$ cat src/rtl/apb4_slave_pkg.sv
`default_nettype none
// ============================================================================
// Module      : apb4_slave_pkg
// Description : Shared types, limits and helpers for the parameterised APB4
//               register slave (FSM state type, byte-lane width function,
//               parameter legality limits).
// Revision    : 1.0 - initial release
// ============================================================================
package apb4_slave_pkg;

   // Access FSM states
   typedef enum logic [0:0] {
      ST_IDLE   = 1'b0,
      ST_ACCESS = 1'b1
   } apb_state_t;

   // Parameter legality limits
   localparam int c_NUM_REGS_MIN = 1;
   localparam int c_NUM_REGS_MAX = 64;
   localparam int c_WAIT_CYC_MAX = 15;

   // Wait counter width, wide enough for c_WAIT_CYC_MAX
   localparam int c_WAIT_CNT_W   = 4;

   // Number of PADDR bits that select a byte within one data word
   function automatic int byte_lane_bits(input int data_w);
      return $clog2(data_w / 8);
   endfunction

endpackage : apb4_slave_pkg
`default_nettype wire

$ cat src/rtl/apb4_slave_regbank.sv
`default_nettype none
// ============================================================================
// Module      : apb4_slave_regbank
// Description : Register storage for the APB4 slave: byte-strobe merge on
//               commit, read-only masking, read mux and one-cycle write
//               pulses issued the cycle after each commit.
// Revision    : 1.0 - initial release
// ============================================================================
module apb4_slave_regbank #(
   parameter int                  DATA_W   = 32,
   parameter int                  NUM_REGS = 8,
   parameter int                  IDX_W    = 10,
   parameter logic [NUM_REGS-1:0] RO_MASK  = '0
) (
   input  logic                         clk,
   input  logic                         rst_n,
   input  logic                         i_wr_en,
   input  logic [IDX_W-1:0]             i_idx,
   input  logic [DATA_W/8-1:0]          i_strb,
   input  logic [DATA_W-1:0]            i_wdata,
   output logic [DATA_W-1:0]            o_rd_data,
   output logic                         o_ro_hit,
   output logic [NUM_REGS*DATA_W-1:0]   o_reg_q,
   output logic [NUM_REGS-1:0]          o_wr_pulse
);

   localparam int c_STRB_W = DATA_W / 8;

   // Read mux and read-only lookup for the addressed register; an index
   // outside the bank matches nothing and yields zero.
   always_comb begin
      o_rd_data = '0;
      o_ro_hit  = 1'b0;
      for (int i = 0; i < NUM_REGS; i++) begin
         if (i_idx == IDX_W'(i)) begin
            o_rd_data = o_reg_q[i*DATA_W +: DATA_W];
            o_ro_hit  = RO_MASK[i];
         end
      end
   end

   for (genvar gi = 0; gi < NUM_REGS; gi++) begin : g_reg
      logic [DATA_W-1:0] r_val;
      logic              r_pulse;
      logic              w_hit;

      // Read-only registers never take a write, even if commit is asserted
      assign w_hit = i_wr_en && (i_idx == IDX_W'(gi)) && !RO_MASK[gi];

      // Byte-merge storage update and the post-commit write pulse
      always_ff @(posedge clk or negedge rst_n) begin
         if (!rst_n) begin
            r_val   <= '0;
            r_pulse <= 1'b0;
         end else begin
            r_pulse <= w_hit;
            if (w_hit) begin
               for (int b = 0; b < c_STRB_W; b++) begin
                  if (i_strb[b]) begin
                     r_val[b*8 +: 8] <= i_wdata[b*8 +: 8];
                  end
               end
            end
         end
      end

      assign o_reg_q[gi*DATA_W +: DATA_W] = r_val;
      assign o_wr_pulse[gi]               = r_pulse;
   end : g_reg

endmodule : apb4_slave_regbank
`default_nettype wire

$ cat src/rtl/apb4_slave_param.sv
`default_nettype none
// ============================================================================
// Module      : apb4_slave_param
// Description : Parameterised APB4 register slave. Two-state access FSM with
//               programmable wait states, address decode and error
//               detection; storage lives in apb4_slave_regbank.
//               Optional feature macro APB4_SLV_PPROT_CHECK_EN: when defined,
//               unprivileged writes (PPROT[0]=0) are rejected with PSLVERR.
// Revision    : 1.0 - initial release
// ============================================================================
module apb4_slave_param
   import apb4_slave_pkg::*;
#(
   parameter int                  DATA_W   = 32,
   parameter int                  ADDR_W   = 12,
   parameter int                  NUM_REGS = 8,
   parameter int                  WAIT_CYC = 0,
   parameter logic [NUM_REGS-1:0] RO_MASK  = '0
) (
   input  logic                       PCLK,
   input  logic                       PRESETn,
   input  logic                       PSEL,
   input  logic                       PENABLE,
   input  logic                       PWRITE,
   input  logic [2:0]                 PPROT,
   input  logic [DATA_W/8-1:0]        PSTRB,
   input  logic [ADDR_W-1:0]          PADDR,
   input  logic [DATA_W-1:0]          PWDATA,
   output logic [DATA_W-1:0]          PRDATA,
   output logic                       PREADY,
   output logic                       PSLVERR,
   output logic [NUM_REGS*DATA_W-1:0] reg_q,
   output logic [NUM_REGS-1:0]        wr_pulse
);

   localparam int c_BL    = byte_lane_bits(DATA_W);
   localparam int c_IDX_W = ADDR_W - c_BL;

   // Elaboration-time parameter legality checks
   if (DATA_W != 8 && DATA_W != 16 && DATA_W != 32) begin : g_bad_data_w
      $error("apb4_slave_param: DATA_W must be 8, 16 or 32");
   end
   if (NUM_REGS < c_NUM_REGS_MIN || NUM_REGS > c_NUM_REGS_MAX) begin : g_bad_num_regs
      $error("apb4_slave_param: NUM_REGS out of range");
   end
   if (WAIT_CYC < 0 || WAIT_CYC > c_WAIT_CYC_MAX) begin : g_bad_wait_cyc
      $error("apb4_slave_param: WAIT_CYC out of range");
   end

   apb_state_t              r_state;
   logic [c_WAIT_CNT_W-1:0] r_wait_cnt;

   logic [c_IDX_W-1:0] w_idx;
   logic [DATA_W-1:0]  w_rd_data;
   logic               w_ro_hit;
   logic               w_ready;
   logic               w_err;
   logic               w_err_range;
   logic               w_err_align;
   logic               w_err_ro;
   logic               w_err_rstrb;
   logic               w_err_prot;
   logic               w_wr_commit;

   assign w_idx = PADDR[ADDR_W-1:c_BL];

   // Sub-word address bits exist only when a word spans more than one byte
   if (c_BL > 0) begin : g_align_chk
      assign w_err_align = |PADDR[c_BL-1:0];
   end else begin : g_no_align_chk
      assign w_err_align = 1'b0;
   end

   assign w_err_range = (32'(w_idx) >= 32'(NUM_REGS));
   assign w_err_ro    = PWRITE && w_ro_hit;
   assign w_err_rstrb = !PWRITE && (|PSTRB);

`ifdef APB4_SLV_PPROT_CHECK_EN
   logic w_unused_pprot;
   assign w_unused_pprot = ^PPROT[2:1];
   assign w_err_prot     = PWRITE && !PPROT[0];
`else
   logic w_unused_pprot;
   assign w_unused_pprot = ^PPROT;
   assign w_err_prot     = 1'b0;
`endif

   assign w_err = w_err_range | w_err_align | w_err_ro | w_err_rstrb | w_err_prot;

   // Completion is combinational so zero-wait accesses finish in one cycle
   assign w_ready     = (r_state == ST_ACCESS) && PSEL && PENABLE &&
                        (r_wait_cnt == c_WAIT_CNT_W'(WAIT_CYC));
   assign w_wr_commit = w_ready && PWRITE && !w_err;

   assign PREADY  = w_ready;
   assign PSLVERR = w_ready && w_err;
   assign PRDATA  = (w_ready && !w_err && !PWRITE) ? w_rd_data : '0;

   // Access FSM and wait-state counter
   always_ff @(posedge PCLK or negedge PRESETn) begin
      if (!PRESETn) begin
         r_state    <= ST_IDLE;
         r_wait_cnt <= '0;
      end else begin
         case (r_state)
            ST_IDLE: begin
               if (PSEL && !PENABLE) begin
                  r_state    <= ST_ACCESS;
                  r_wait_cnt <= '0;
               end
            end
            ST_ACCESS: begin
               if (!PSEL || w_ready) begin
                  r_state <= ST_IDLE;
               end else if (PENABLE) begin
                  r_wait_cnt <= r_wait_cnt + c_WAIT_CNT_W'(1);
               end
            end
            default: begin
               r_state <= ST_IDLE;
            end
         endcase
      end
   end

   apb4_slave_regbank #(
      .DATA_W   (DATA_W),
      .NUM_REGS (NUM_REGS),
      .IDX_W    (c_IDX_W),
      .RO_MASK  (RO_MASK)
   ) u_regbank (
      .clk        (PCLK),
      .rst_n      (PRESETn),
      .i_wr_en    (w_wr_commit),
      .i_idx      (w_idx),
      .i_strb     (PSTRB),
      .i_wdata    (PWDATA),
      .o_rd_data  (w_rd_data),
      .o_ro_hit   (w_ro_hit),
      .o_reg_q    (reg_q),
      .o_wr_pulse (wr_pulse)
   );

endmodule : apb4_slave_param
`default_nettype wire

$ cat config.mk
export PLATFORM = sky130hd
export DESIGN_NAME = apb4_slave_param
export DESIGN_NICKNAME = d
export VERILOG_FILES = /design/src/rtl/apb4_slave_pkg.sv /design/src/rtl/apb4_slave_regbank.sv /design/src/rtl/apb4_slave_param.sv
export SDC_FILE = /design/constraint.sdc
export NUM_CORES = 1
export LEC_CHECK = 0
export CORE_MARGIN = 1.5
export CORE_UTILIZATION = 30
export CTS_BUF_LIST = sky130_fd_sc_hd__clkbuf_16
export CTS_CLUSTER_SIZE = 16
export DETAILED_ROUTE_END_ITERATION = 10
export PLACE_DENSITY = 0.54
export SYNTH_ARGS = -nofsm -noshare
export SYNTH_HDL_FRONTEND = slang
export SYNTH_HIERARCHICAL = 1
export SYNTH_SLANG_ARGS = --single-unit
$ cat constraint.sdc
create_clock -name PCLK -period 5.2 [get_ports PCLK]
set_input_delay 1.04 -clock PCLK [delete_from_list [all_inputs] [get_ports PCLK]]
set_output_delay 1.04 -clock PCLK [all_outputs]
set_load 0.02 [all_outputs]
# Yosys cells after proc, flatten, opt, wreduce, memory -nomap -nowiden
# Cells that the tools add are included.
# word_totals
input_bits,56
mem_bits_rw,0
rom_bits,0
latch_bits,0
wordCells,133
register_bits,269
mem_count,0
output_inout_bits,298
# op_classes
n_div,0
n_eq_ne,10
reduce_logical,60
magnitude_cmp,1
n_mux,16
n_mul,0
n_addsub,1
n_bitwise,3
n_shift,0
# op_table
operator,count
$mux W32,9
$reduce_and A2 Y1,32
$eq A10 B3 Y1 const B,4
$eq A10 B2 Y1 const B,2
$logic_and A1 B1 Y1,18
$mux W4,3
$eq A10 B1 Y1 const B,1
$ge A10 B4 Y1 const B,1
$logic_not A10 Y1,1
$pmux W4 S2,1
$ne A2 B2 Y1 const B,3
$add A4 B1 Y4 const B,1
$logic_not A1 Y1,4
$logic_not A4 Y1,1
$reduce_or A4 Y1,1
$reduce_and A3 Y1,1
$mux W1,2
$or A1 B1 Y1,2
$pmux W1 S2,1
$reduce_or A2 Y1,1
$logic_or A1 B1 Y1,1
$not A1 Y1,1

# Longest topological paths before layout
# Gate-level depths: netlist of run 1.
# depth
depth_word,10
ltp_mapped,9
mapped_depth_nobuf,8

# Cells and area by module
# Netlist of run 1, hierarchy kept.
# by_module_without_submodules
mod,cells_each,seq_area_each_um2,area_per_inst_um2,instances
apb4_slave_regbank,869,6606.3,12000.3,1
apb4_slave_param,117,125.1,954.7,1

# Least setup slack after synthesis of run 1
# OpenSTA, ideal clock, no wires.
# synth_timing
path_kind,input -> output
start,input PADDR[9]
end,output PRDATA[10]
path_stages,8
arrival_time_ns,2.749
t_required_ns,4.160
path_buffers,2
slack_ns,1.411
path_cell_list,nor4_4 > and2_1 > clkbuf_1 > clkbuf_1 > nand2_1 > o221ai_1 > inv_1 > nor3_2
# synth_between
elab_chain_len,10
elab_cells_between_ends,23
cone_classes,order compare: 1; eq/ne: 7; mux: 9; bitwise: 2; reduce/logical: 4
# synth_rtl
item,line,text
from (decl),apb4_slave_param.sv:27,"input logic [ADDR_W-1:0] PADDR,"
$logic_not A10 Y1,apb4_slave_regbank.sv:35,if (i_idx == IDX_W'(i)) begin
$mux W32 (7 in series),apb4_slave_regbank.sv:35,
$mux W32 *,apb4_slave_regbank.sv:35,
via w_rd_data[10],apb4_slave_param.sv:54,logic [DATA_W-1:0] w_rd_data;
$mux W32 *,apb4_slave_param.sv:97,assign PRDATA = (w_ready && !w_err && !PWRITE) ? w_rd_data : '0;
to (decl),apb4_slave_param.sv:29,"output logic [DATA_W-1:0] PRDATA,"
# Mark *: on every way through the listed nets, which the timed path passes. The rest lies on a longest branch.

# Final worst setup path of run 1
# layout_timing
start,input PADDR[11]
end,output PRDATA[22]
# Same word-level chain as after synthesis.

==> flow_metrics.tcl, run 1 <==
set metrics [dict create \
    outcome "finished, final reports clean" \
    synthAdderAreaFrac_pct 0.193 \
    port_buffers 350 \
    critPathLaunchType "primary input" \
    die_h_um 211 \
    path_buf_inv 5 \
    cts_root_buf "clkbuf_16" \
    yosys.area.top_type "dfrtp_1" \
    maxSlewViolCount 0 \
    worstPathCellList "clkdlybuf4s50_1 -> nor4_2 -> buf_4 -> and2_2 -> buf_4 -> a22oi_1 -> o221ai_1 -> inv_1 -> nor3_2 -> clkdlybuf4s50_1" \
    dp.cells 1876 \
    drt_iter0_markers 507 \
    synthFlopType "dfrtp_1" \
    whs_ns 0.518 \
    critPathLaunch "PADDR[11]" \
    hpwl_mm 32.2 \
    core-area_sq_um 42300 \
    critical_path.max_stage_delay_ns 0.65 \
    hold_viol_final 0 \
    cp.depth 10 \
    reg2reg_to "u_regbank/g_reg[7].r_val[11]" \
    drc 0 \
    num_vias 9896 \
    synth-edff-count 0 \
    drive_gt1_share_pct 31.4 \
    dp_slack_ns 0.207 \
    via_per_inst 5.13 \
    grt_pass1_vias 10200 \
    max-cap-violations 0 \
    antenna_found_initial 2 \
    grt_max_degree 142 \
    worst-r2r-setup-slack_ns 2.37 \
    gp_congestion 0.762 \
    max_freq_mhz 200 \
    clk_latency_ns 0.56 \
    tightest_slew_ns 0.872 \
    vdd_drop_max_uv 172 \
    yosysMostFrequentCell "mux2_2" \
    met1_length_mm 21.4 \
    cp.arrival_ns 3.97 \
    cts_tree "built" \
    die-area_sq_um 44400 \
    stdcell_count 1929 \
    dr_wl_met3_mm 3.40 \
    worstRegToRegCells 9 \
    rsz0062_at_grt "no" \
    clk_pin_slew_ns 0.06 \
    cts_inserted_buffers 31 \
    ioPinCount 354 \
    relSlewSlack_pct 41.8 \
    synth_top_area_share_pct 52.0 \
    tns_ns 0 \
    setup_viol 0 \
    grt_usage_pct 21.7 \
    critPathKind "primary input to primary output" \
    ys_top_cells_by_area "dfrtp_1 (52%), mux2_2 (24%), a22o_1 (2.4%)" \
    p_per_area_nw_per_um2 241 \
    firstDrtPassIters 4 \
    synthesis.area_sq_um 13000 \
    synth_compound_area_share_pct 10.7 \
    ys_ff_latch 269 \
    crit_required_ns 4.16 \
    synthMuxAreaShare_pct 25.0 \
    num_rows 75 \
    synth_seq_area_share_pct 52.0 \
    dr_wl_met2_mm 23.3 \
    fin_crit_sh_pct 96.3 \
    r2r_start "r_wait_cnt[0]" \
    ys_types 45 \
    endpoint_kind "primary output" \
    critPathMaxFanout 17 \
    cts_repair_resize_count 0 \
    yosysWarningCount 6 \
    h-tree-depth 1 \
    nNetsFinal 1390 \
    avgSynthCellArea_sq_um 13.1 \
    period_needed_ns 5.01 \
    highest-signal-layer "met5" \
    syn_nets 1044 \
    postRouteAntennaNets 0 \
    netlist_instances 986 \
    overflow 0 \
    crit_slowest_cell "clkdlybuf4s50_1" \
    postLayoutSetupSlackWorst_ns 0.191 \
    path_delay_family "buffers and inverters" \
    routedWlPerCell_um 25.4 \
    hold_class "primary input to async pin" \
    synth_xor_area_share_pct 0 \
    areaGrowthSynthToFinish_pct 39.3 \
    post-cts-setup-buffers 0 \
    cts_hold_buf 0 \
    cts_buffer_depth 3 \
    diodes 0 \
    start_util_pct 30.6 \
    die_width_um 211 \
    clock-sinks 269 \
    skew_ns 0.0129 \
    drt_wl_total_mm 48.9 \
    ys_top_cells_by_count "mux2_2 (276), dfrtp_1 (269), nand2_1 (44)" \
    synth_top_family_by_area "multiplexers" \
    critPathCapture "PRDATA[22]" \
    power_mw 4.34 \
    n_fill_cell 4040 \
    p_leak_nw 7.74 \
    synth-simple-area-share_pct 8.57 \
    async_reset_ff_share_pct 100 \
    grt_pass1_wl_mm 71.1 \
]
routing by layer:
| layer | track usage (%) | vias up |
|---|---|---|
| met5 | 0 | - |
| met4 | 4.68 | 2 |
| met3 | 5.22 | 52 |
| met2 | 35.3 | 342 |
| met1 | 29.3 | 5133 |
| li1 | - | 4367 |
cell usage in the layout (no fill, tap or decap), types with 8 or more instances in the layout:
cell             netlist  layout
clkdlybuf4s50_1        0     345
o221ai_1              32      32
o22ai_1               34      34
nor2_1                 8       8
buf_4                  9      22
buf_12                 0       8
clkbuf_16              0      31
nor2_2                20      20
a2bb2oi_1             33      33
a22o_1                35      35
a22oi_1               32      32
nor3_2                28      28
mux2_2               276     276
inv_1                 36      47
nand2_1               44      43
nor2_4                12      12
mux2_1                12      12
dfrtp_1              269     269
through the flow:
step | instance area, sq um | utilization [%]
after floorplan | 13000 | -
after global placement | 17200 | 40.6
after detailed placement | 17200 | 40.6
after CTS | 18000 | 42.6
after global routing | 18000 | 42.6
final | 18000 | 42.6
final cells by class:
cell class | instances | area, sq um | share of cell area, %
sequential | 269 | 6730 | 37.3
multi-input combinational | 618 | 5800 | 32.1
timing repair buffer | 376 | 3790 | 21.0
clock buffer | 31 | 776 | 4.30
tap | 577 | 722 | 4.00
inverter | 36 | 135 | 0.749
clock inverter | 22 | 90.1 | 0.499
cell families after synthesis:
group                    Yosys count
buffers and inverters             99
flip-flops                       269
other                              1
multiplexers                     288
adder cells (fa/ha/maj)            2
AND/OR/NAND/NOR                  153
AO/OA/AOI/OAI                    174
state kept, by name, indices dropped and copies added, names as in the netlist:
signal / flops
u_regbank/g.r_val: 256
r_wait_cnt: 4
r_state: 1
u_regbank/g.r_pulse: 8
how the worst min path moves through the flow:
stage	to	depth (start not counted)
2_1_floorplan	r_wait_cnt[1]	1
3_3_place_gp	u_regbank/g_reg[2].r_val[8]	1
3_5_place_dp	u_regbank/g_reg[2].r_val[8]	1
4_1_cts	u_regbank/g_reg[2].r_val[8]	1
5_1_grt	u_regbank/g_reg[2].r_val[8]	1
6_report	u_regbank/g_reg[7].r_val[12]	2
power by group:
group | switching, mW | internal (mW)
sequential | 0.0139 | 2.10
combinational | 0.191 | 0.118
clock | 0.856 | 1.06
worst register-to-register path: stages, from the launching register on:
cell and delay [ns]:
dfrtp_1 0.42, inv_1 0.09, ha_1 0.19, and3b_1 0.26, nand3_1 0.10, nor2_1 0.11, buf_4 0.19, nand3_2 0.25
nor2_2 0.71, mux2_2 0.42
Note: power is estimated with default switching activity, not from simulation.
==> inputs of run 2 (changes only) <==
- SLEW_MARGIN: not set -> 20
==> results of run 2 <==
Same layout as run 1: the final DEF is identical, and so are final timing and power.
